File: config.mk
export PLATFORM = sky130hd
export DESIGN_NAME = imem_boot_loader
export DESIGN_NICKNAME = d
export VERILOG_FILES = /design/src/rtl/imem_boot_loader.sv
export SDC_FILE = /design/constraint.sdc
export NUM_CORES = 1
export LEC_CHECK = 0
export ABC_CLOCK_PERIOD_IN_PS = 5300
export CAP_MARGIN = 20
export CORE_MARGIN = 8
export CORE_UTILIZATION = 25
export DETAILED_ROUTE_END_ITERATION = 8
export GPL_TIMING_DRIVEN = 0
export HOLD_SLACK_MARGIN = 0.02
export PLACE_DENSITY = 0.53
export SYNTH_ARGS = -nofsm -noshare
export SYNTH_HDL_FRONTEND = slang
export SYNTH_SLANG_ARGS = --single-unit
File: constraint.sdc
create_clock -name clock -period 5.3 [get_ports clock]
set_clock_uncertainty 0.15 [all_clocks]
set_input_delay 0.53 -clock clock [delete_from_list [all_inputs] [get_ports clock]]
set_output_delay 0.53 -clock clock [all_outputs]
set_load 0.02 [all_outputs]
File: src/rtl/imem_boot_loader.sv
// Boot loader: turns a little-endian host byte stream into 32-bit instruction words and
// writes them to consecutive instruction-memory addresses, holding the core in reset until done.
module imem_boot_loader #(
    parameter int ADDR_WIDTH = 8
) (
    input  logic                  clock,
    input  logic                  reset,
    input  logic [7:0]            in_data,
    input  logic                  in_valid,
    output logic                  in_ready,
    input  logic                  restart,
    output logic                  mem_we,
    output logic [ADDR_WIDTH-1:0] mem_addr,
    output logic [31:0]           mem_wdata,
    output logic                  core_reset,
    output logic                  done,
    output logic                  error,
    output logic [ADDR_WIDTH:0]   loaded_count
);
    localparam logic [32:0] DEPTH = 33'd1 << ADDR_WIDTH;

    typedef enum logic [1:0] {
        S_LEN,
        S_LOAD,
        S_DONE,
        S_ERR
    } state_t;

    state_t                state_q, state_d;
    logic [1:0]            byte_cnt_q, byte_cnt_d;
    logic [23:0]           asm_q, asm_d;
    logic [ADDR_WIDTH:0]   len_q, len_d;
    logic [ADDR_WIDTH:0]   count_q, count_d;
    logic                  we_q, we_d;
    logic [ADDR_WIDTH-1:0] addr_q, addr_d;
    logic [31:0]           wdata_q, wdata_d;

    logic        accept;
    logic        last_byte;
    logic        last_word;
    logic        rearm;
    logic [31:0] word;

    assign accept    = in_valid & in_ready;
    assign last_byte = accept & (byte_cnt_q == 2'd3);
    assign word      = {in_data, asm_q};
    assign last_word = ((count_q + (ADDR_WIDTH+1)'(1)) == len_q);
    assign rearm     = restart & ((state_q == S_DONE) | (state_q == S_ERR));

    always_ff @(posedge clock or negedge reset) begin
        if (!reset) begin
            state_q <= S_LEN;
        end else begin
            state_q <= state_d;
        end
    end

    always_comb begin
        state_d = state_q;
        case (state_q)
            S_LEN: begin
                if (last_byte) begin
                    if (word == 32'd0) begin
                        state_d = S_DONE;
                    end else if ({1'b0, word} > DEPTH) begin
                        state_d = S_ERR;
                    end else begin
                        state_d = S_LOAD;
                    end
                end
            end
            S_LOAD: begin
                if (last_byte && last_word) begin
                    state_d = S_DONE;
                end
            end
            S_DONE, S_ERR: begin
                if (rearm) begin
                    state_d = S_LEN;
                end
            end
            default: state_d = S_LEN;
        endcase
    end

    // done/core_reset wait for the final write pulse to retire before releasing the core
    always_comb begin
        in_ready = 1'b0;
        done     = 1'b0;
        error    = 1'b0;
        case (state_q)
            S_LEN, S_LOAD: in_ready = reset;
            S_DONE:        done     = ~we_q;
            S_ERR:         error    = 1'b1;
            default:       in_ready = 1'b0;
        endcase
    end

    assign core_reset   = ~done;
    assign mem_we       = we_q;
    assign mem_addr     = addr_q;
    assign mem_wdata    = wdata_q;
    assign loaded_count = count_q;

    always_ff @(posedge clock or negedge reset) begin
        if (!reset) begin
            byte_cnt_q <= 2'd0;
            asm_q      <= 24'd0;
            len_q      <= '0;
            count_q    <= '0;
            we_q       <= 1'b0;
            addr_q     <= '0;
            wdata_q    <= 32'd0;
        end else begin
            byte_cnt_q <= byte_cnt_d;
            asm_q      <= asm_d;
            len_q      <= len_d;
            count_q    <= count_d;
            we_q       <= we_d;
            addr_q     <= addr_d;
            wdata_q    <= wdata_d;
        end
    end

    // The next write address is simply the number of words already written
    always_comb begin
        byte_cnt_d = byte_cnt_q;
        asm_d      = asm_q;
        len_d      = len_q;
        count_d    = count_q;
        we_d       = 1'b0;
        addr_d     = addr_q;
        wdata_d    = wdata_q;

        if (accept) begin
            byte_cnt_d = byte_cnt_q + 2'd1;
            case (byte_cnt_q)
                2'd0:    asm_d[7:0]   = in_data;
                2'd1:    asm_d[15:8]  = in_data;
                2'd2:    asm_d[23:16] = in_data;
                default: asm_d        = asm_q;
            endcase
        end

        if (last_byte && (state_q == S_LEN)) begin
            len_d   = word[ADDR_WIDTH:0];
            count_d = '0;
        end

        if (last_byte && (state_q == S_LOAD)) begin
            we_d    = 1'b1;
            addr_d  = count_q[ADDR_WIDTH-1:0];
            wdata_d = word;
            count_d = count_q + (ADDR_WIDTH+1)'(1);
        end

        if (rearm) begin
            count_d    = '0;
            byte_cnt_d = 2'd0;
        end
    end

endmodule
# Word level (Yosys, flattened, before mapping)

Cells that the tools add are included.

Bits of input ports: 12
Bits in read-only memories: 0
Output and inout bits: 54
Word-level logic and storage cells: 58
Memories: 0
Latch bits: 0
Flip-flop bits (word level): 87
Bits in writable memories: 0

Div/mod/pow operators: 0
Shift-type cells: 0
Mux-type cells: 15
Magnitude comparators: 1
Equal/unequal tests: 10
$mul: 0
Add/sub/neg operators: 2
Bitwise logic cells: 6
Reduce and logical (&&, ||, !) cells: 14

Operators with widths:

| cell                                                            | count |
|---|---|
| greater-than comparator 32 x 9 -> 1 bit (second input constant) | 1 |
| logical NOT 32 bit                                              | 1 |
| 2-to-1 mux 9 bit                                                | 3 |
| 2-to-1 mux 2 bit                                                | 7 |
| adder 9 x 1 -> 9 bit (second input constant)                    | 1 |
| equality test 9 bit                                             | 1 |
| equality test 2 bit (second input constant)                     | 4 |
| inequality test 2 bit (second input constant)                   | 3 |
| case mux 2 bit (3 select lines)                                 | 1 |
| AND reduction 2 bit                                             | 3 |
| equality test 2 x 1 -> 1 bit (second input constant)            | 2 |
| logical NOT 2 bit                                               | 2 |
| 2-to-1 mux 1 bit                                                | 4 |
| OR reduction 2 bit                                              | 2 |
| bitwise AND 1 bit                                               | 3 |
| logical AND 1 bit                                               | 3 |
| AND reduction 3 bit                                             | 1 |
| nonzero test 3 bit                                              | 1 |
| adder 2 x 1 -> 2 bit (second input constant)                    | 1 |
| inverter 1 bit                                                  | 2 |
| nonzero test 2 bit                                              | 1 |
| OR 1 bit                                                        | 1 |

# Logic depth before layout (Yosys ltp)

Gate-level depths: netlist (run 1).

Depth after elaboration: 9
Mapped depth: 8
Depth with buffers taken out: 6

# Worst setup path before layout (run 1)

Ideal clock, no wire load.

Kind: register to register
Start: reg count_q[0], in the netlist loaded_count[0]
End: reg state_q[0]
Arrival time: 1788 ps
Setup time: 138 ps
Path slack: 3224 ps
Clock period less this slack: 2076 ps
Buffers on the path: 0
Data required time: 5012 ps
Cell stages (with the launch flop): 7
Path through: dfrtp_1 -> ha_1 -> nand3_1 -> or3_1 -> a211oi_1 -> nor4b_2 -> o21ai_0

Word-level cells in the longest chain between the ends: 5

Ends and longest elaborated chain:

| what                            | RTL line | RTL |
|---|---|---|
| from (decl)                     | 33       | `logic [ADDR_WIDTH:0] count_q, count_d;` |
| from (signal assigned)          | 118      | `count_q <= count_d;` |
| adder 9 x 1 -> 9 bit            | 47       | `assign last_word = ((count_q + (ADDR_WIDTH+1)'(1)) == len_q);` |
| equality test 9 bit             | 47       |  |
| logical AND 1 bit               | 73       | `if (last_byte && last_word) begin` |
| inequality test 2 bit (no line) | --       |  |
| AND reduction 3 bit (no line)   | --       |  |
| to (signal assigned)            | 54       | `state_q <= state_d;` |
| to (decl)                       | 29       | `state_t state_q, state_d;` |

Every way passes these cells.
A chain may end at the register's enable or synchronous reset.

# Worst setup path after layout (run 1)

Start: in reset
End: reg wdata_q[28], in the netlist mem_wdata[28]

Word-level cells in the longest chain between the ends: 4

Ends and longest elaborated chain:

| what                 | RTL line | RTL |
|---|---|---|
| from (decl)          | 7        | `input logic reset,` |
| 2-to-1 mux 1 bit     | 91       | `case (state_q)` |
| bitwise AND 1 bit    | 44       | `assign accept = in_valid & in_ready;` |
| bitwise AND 1 bit    | 45       | `assign last_byte = accept & (byte_cnt_q == 2'd3);` |
| logical AND 1 bit    | 150      | `if (last_byte && (state_q == S_LOAD)) begin` |
| to (signal assigned) | 121      | `wdata_q <= wdata_d;` |
| to (decl)            | 36       | `logic [31:0] wdata_q, wdata_d;` |

Every way passes these cells.

==> flow_summary.yaml, run 1 <==
status:
  status: "finished, final reports clean"
synth:
  avgSynthCellArea_um2: 10.3
  ys_warn_count: 0
  synth_cell_types: 36
  synth-seq-cells: 87
  synth_top_cells_by_count: "nand2_1 (145), dfrtp_1 (87), mux2_2 (33), o21ai_0 (16), buf_2 (8)"
  yosys.cell_count.top_type: "nand2_1"
  synthArstFlopShare: 1.00
  synth_area_um2: 3770
  synthFlopType: "dfrtp_1"
  synthTopCellsByArea: "dfrtp_1 (58%), nand2_1 (14%), mux2_2 (9.9%)"
  synth_edf_count: 0
  yosys.area.top_type_share: 0.577
  synth-seq-area-share: 0.577
  synth.net_count: 383
  synth_top_area_cell: "dfrtp_1"
  netlist_instances: 366
timing:
  setup_slack_ns: 2.19
  tightest_slew_ns: 0.508
  fmax_mhz: 322
  timing.hold.ws_ns: 0.321
  finalSetupTns_ns: 0
  slew_violations: 0
  slew_headroom: 0.661
  period_minus_slack_ns: 3.11
  grt_setup_unrepaired: "no"
  hold_viol_final: 0
  setup-violations-final: 0
  finalCritPeriodShare: 0.586
clock_tree:
  cts_tree: "built"
  cts_num_sinks: 87
  clk-insertion-delay-late_ns: 0.34
  clock_path_buffers: 2
  cts_setup_buffers: 0
  numCtsBuffers: 9
  cts-root-buf: "clkbuf_16"
  path_clk_slew_ns: 0.06
  cts-htree-levels: 3
placement:
  place_congestion: 0.792
  placed_area_um2: 4680
  dp_slack_ns: 2.28
  dpl.hpwl_mm: 7.09
  portBuffers: 65
  dp.cells: 620
critical_path:
  worstSetupPathType: "in2reg"
  cp-end-kind: "register"
  critPathMaxStageDelay_ns: 0.53
  critical_path_required_ns: 5.44
  cp_cell_sequence: "dlygate4sd3_1, buf_4, buf_16, and3b_1, clkbuf_1, nand3_1, inv_1, buf_2, buf_2, nand2_1, nand2_1"
  cpMaxStageDelayCell: "dlygate4sd3_1"
  cp_max_fo: 62
  critPathArrivalTime_ns: 3.25
  startpoint_type: "input pin"
global_route:
  grt_pass1_wl_mm: 15.9
  antenna_found_initial: 0
  grt_pass1_vias: 2860
  grt_overflow: 0
  grt_max_degree: 63
  grt_usage: 0.105
drt:
  dr.pass1.iters: 4
  drt.antenna.violating_nets: 0
  num_vias: 2774
  drt_iter0_drc: 158
  wirelength_mm: 9.67
  routed_via_density: 4.35
  wire_per_inst_um: 15.2
  drcViolationCount: 0
pwr:
  power_leakage_nw: 2.33
  max-vdd-ir-drop_mv: 0.211
  total_power_mw: 2.66
  power_density_nw_per_um2: 530
finish:
  finalNonFillerCells: 637
  layout.nets: 461
  fin_util: 0.335
  antenna_cells: 0
  area_growth_pct: 33.3
  stdcell_area_um2: 5020
  drive_above_1_share: 0.138
floorplanning:
  die_w_um: 139
  die_area_um2: 19300
  io_pins: 66
  rows: 45
  start_util: 0.252
  coreArea_um2: 15000
  fp.dieH_um: 139
run:
  drv_cap: 0
min_path:
  hp-class: "reg2reg"
## power breakdown
part           leakage (nW)  total, mW  switching [mW]  internal (mW)
sequential             1.12       1.12           0.203          0.917
combinational          1.04      0.843           0.415          0.429
clock                 0.159      0.699           0.259          0.440
## logic make-up after synthesis
family                     share of synthesized area
buffers and inverters                         0.0206
xor gates and xnor gates                      0.0279
muxes                                          0.101
adders and majority gates                     0.0166
DFF                                            0.577
and+or+nand+nor                                0.205
AOI/OAI and AO/OA                             0.0511
## path summary, 6_finish.rpt
check,from,to,slack (ns),depth (start not counted)
setup / recovery,reset,mem_wdata[28],2.19,11
hold / removal,mem_addr[3],mem_addr[3],0.32,2
setup reg to reg,loaded_count[0],state_q[0],3.04,6
hold reg to reg,mem_addr[3],mem_addr[3],0.32,2
max in group asynchronous,reset,mem_wdata[25],3.84,3
min in group asynchronous,reset,mem_we,0.52,2
## final cells by class
class                   instances  area (µm²)
plain buffers                  14        62.6
clock buffers                  12         256
clock inverters                 4        76.3
fillers                      1532        9950
inverters                       4        15.0
multi-input cells             261        1520
flip-flops and latches         87        2180
well taps                     188         235
repair buffers                 67         686
## repair_timing
action / CTS / global route
hold endpoints to repair: 28 / 0
resized for setup: 0 / 0
hold buffers: 1 / 0
setup endpoints to repair: 0 / 0
## routing by layer
| layer | track usage | share of wire |
|---|---|---|
| met5 | 0 | 0 |
| met4 | 0.0347 | 0.013 |
| met3 | 0.0420 | 0.056 |
| met2 | 0.162 | 0.47 |
| met1 | 0.132 | 0.47 |
## layout by cell type, fill, tap and decap left out, types with 2 or more instances in the layout
cell type / count
a211o_1: 2
and2_1: 2
buf_2: 8
bufinv_16: 2
clkbuf_1: 7
clkbuf_16: 9
clkbuf_8: 2
clkdlybuf4s50_1: 64
dfrtp_1: 87
ha_1: 5
inv_1: 4
mux2_2: 33
nand2_1: 145
nand3_1: 4
nor2_1: 6
nor2b_1: 4
nor3_1: 3
nor4_1: 7
o21ai_0: 16
o31ai_1: 3
o41ai_1: 2
xnor2_1: 7
xor2_1: 5
## state kept, by name (all words and copies together) (netlist names)
register and cells:
mem_wdata 32, asm_q 24, len_q 9, loaded_count 9
mem_addr 8, byte_cnt_q 2, state_q 2, mem_we 1
## worst max-delay path: cells and delay by family
family / cells / cell delay (ns)
buffers and inverters: 7 / 2.10
and+or+nand+nor: 4 / 0.59
(Power assumes the default switching activity.)
==> run 2, diff against run 1 <==
--- a/config.mk
+++ b/config.mk
@@ -5,7 +5,7 @@
 export SDC_FILE = /design/constraint.sdc
 export NUM_CORES = 1
 export LEC_CHECK = 0
-export ABC_CLOCK_PERIOD_IN_PS = 5300
+export ABC_CLOCK_PERIOD_IN_PS = 3100
 export CAP_MARGIN = 20
 export CORE_MARGIN = 8
 export CORE_UTILIZATION = 25
==> constraint.sdc (replaced) <==
create_clock -name clock -period 3.1 [get_ports clock]
set_clock_uncertainty 0.15 [all_clocks]
set_input_delay 0.31 -clock clock [delete_from_list [all_inputs] [get_ports clock]]
set_output_delay 0.31 -clock clock [all_outputs]
set_load 0.02 [all_outputs]
==> run 2 against run 1 <==
  * Sequential share of layout area barely moved
  * Largest cell class unchanged
  * Clock power up 72%
  * Highest routed layer unchanged
  * Worst setup slack worse by 1.9 ns
  * Clock-buffer cell count is the same
  * Non-clock buffer count unchanged
  * Register-to-register slack got worse by 2.2 ns
  * Flip-flop and latch count unchanged
  * Largest power group unchanged
  * First-iteration DRC count unchanged
  * Combinational power is 71% higher
  * Final cell count did not move
==> flow_summary.yaml, run 2 (synthesized netlist as in run 1, its figures left out) <==
drt:
  top_layer: "met4"
  num_vias: 2773
  wirelength_mm: 9.67
  routed_via_density: 4.35
  m1WireLength_mm: 4.50
  wl_met2_mm: 4.50
  drt.antenna.violating_nets: 0
  wire_per_inst_um: 15.2
  route.met3.wl_um: 538
  drt_iter0_drc: 158
  drcViolationCount: 0
  dr.pass1.iters: 4
pwr:
  p_clk_frac: 0.263
  p_int_mw: 3.05
  max-vdd-ir-drop_mv: 0.361
  p_sw_mw: 1.50
  p_sw_frac: 0.329
  power_density_nw_per_um2: 906
  power_leakage_nw: 2.33
  seq_power_share: 0.421
  p_comb_frac: 0.317
critical_path:
  startpoint: "reset"
  critPathArrivalTime_ns: 2.94
  cp-end-kind: "register"
  r2r-start: "loaded_count[0]"
  worstSetupPathType: "in2reg"
  cp_max_fo: 62
  startpoint_type: "input pin"
  critical_path_required_ns: 3.24
global_route:
  grt_usage: 0.105
  antenna_found_initial: 0
  grt_pass1_vias: 2860
  grt_max_degree: 63
  grt_overflow: 0
  grt_pass1_wl_mm: 15.9
finish:
  final_cell_mix: "nand2_1 (145), dfrtp_1 (87), clkdlybuf4s50_1 (64), mux2_2 (33), o21ai_0 (16)"
  area_growth_pct: 33.4
  drive_above_1_share: 0.138
  largest_register_ffs: 32
  layout.nets: 461
  stdcell_area_um2: 5030
  finalNonFillerCells: 637
  multi_input_area_um2: 1520
  seq_area_um2: 2180
  fillers: 1530
  fin_util: 0.336
  layout.cells.most_common: "nand2_1"
  antenna_cells: 0
clock_tree:
  cts-htree-levels: 3
  clock_path_buffers: 2
  cts_tree: "built"
  cts-root-buf: "clkbuf_16"
  clk-insertion-delay-late_ns: 0.34
  cts_num_sinks: 87
  numCtsBuffers: 9
  path_clk_slew_ns: 0.06
timing:
  grt_setup_unrepaired: "no"
  setup-violations-final: 0
  hold_viol_final: 0
  finalCritPeriodShare: 0.906
  period_minus_slack_ns: 2.81
  slew_violations: 0
  fmax_mhz: 356
  tightest_slew_ns: 0.508
  slew_headroom: 0.661
status:
  status: "finished, final reports clean"
placement:
  portBuffers: 65
  dpl.hpwl_mm: 7.09
  dp.cells: 620
  placed_area_um2: 4680
  place_congestion: 0.792
floorplanning:
  coreArea_um2: 15000
  rows: 45
  die_w_um: 139
  fp.dieH_um: 139
  io_pins: 66
  die_area_um2: 19300
  start_util: 0.252
min_path:
  hp-class: "in2async"
run:
  drv_cap: 0
==> run 2: area by class of cell <==
class / instances / area share
multi-input cells: 261 / 0.301
well taps: 188 / 0.0468
clock inverters: 4 / 0.0152
flip-flops and latches: 87 / 0.433
plain buffers: 14 / 0.0124
clock buffers: 12 / 0.0510
repair buffers: 67 / 0.137
inverters: 4 / 0.00299
==> run 2: through the flow <==
| stage | power [mW] | TNS, ns | hold slack, ns | setup WS (ns) |
|---|---|---|---|---|
| after floorplan | 2.71 | 0 | -0.136 | 1.02 |
| after global placement | 3.36 | -370.40 | 0.310 | -2.83 |
| after detailed placement | 3.40 | 0 | 0.129 | 0.298 |
| after CTS | 4.63 | 0 | 0.320 | 0.0925 |
| after global routing | 4.85 | 0 | 0.277 | 0.0150 |
| final | 4.55 | 0 | 0.264 | 0.293 |
==> run 2: power by group through the flow <==
stage | clock network, mW | logic (mW) | registers (mW)
2_1_floorplan | 0 | 0.629 | 2.08
3_3_place_gp | 0 | 1.44 | 1.92
3_5_place_dp | 0 | 1.46 | 1.94
4_1_cts | 1.23 | 1.48 | 1.92
5_1_grt | 1.28 | 1.59 | 1.98
6_report | 1.20 | 1.44 | 1.92
==> run 2: metal layers <==
layer | vias up | track usage
li1 | 1370 | -
met1 | 1336 | 0.132
met2 | 56 | 0.162
met3 | 11 | 0.0420
met4 | 0 | 0.0347
met5 | - | 0
==> run 2: worst paths after layout <==
kind | endpoint | slack [ns] | cells after the start
max | mem_wdata[28] | 0.29 | 11
min | mem_we | 0.26 | 2
max reg2reg | state_q[0] | 0.84 | 6
min reg2reg | mem_addr[3] | 0.32 | 2
max in group asynchronous | mem_wdata[25] | 1.94 | 3
min in group clock | mem_addr[3] | 0.32 | 2
==> run 2: critical path, cell delays in order <==
cell and delay [ns]:
dlygate4sd3_1 0.55, buf_6 0.28, buf_16 0.32, and3b_1 0.21
clkbuf_1 0.17, nand3_1 0.21, inv_1 0.17, buf_2 0.25
buf_2 0.28, nand2_1 0.10, nand2_1 0.07
==> run 2: repair_timing <==
| item | CTS | global route |
|---|---|---|
| buffers inserted | 0 | 0 |
| hold buffers | 1 | 0 |
| resized for setup | 0 | 1 |
| endpoints found under the hold margin | 28 | 0 |
| setup endpoints to repair | 0 | 37 |
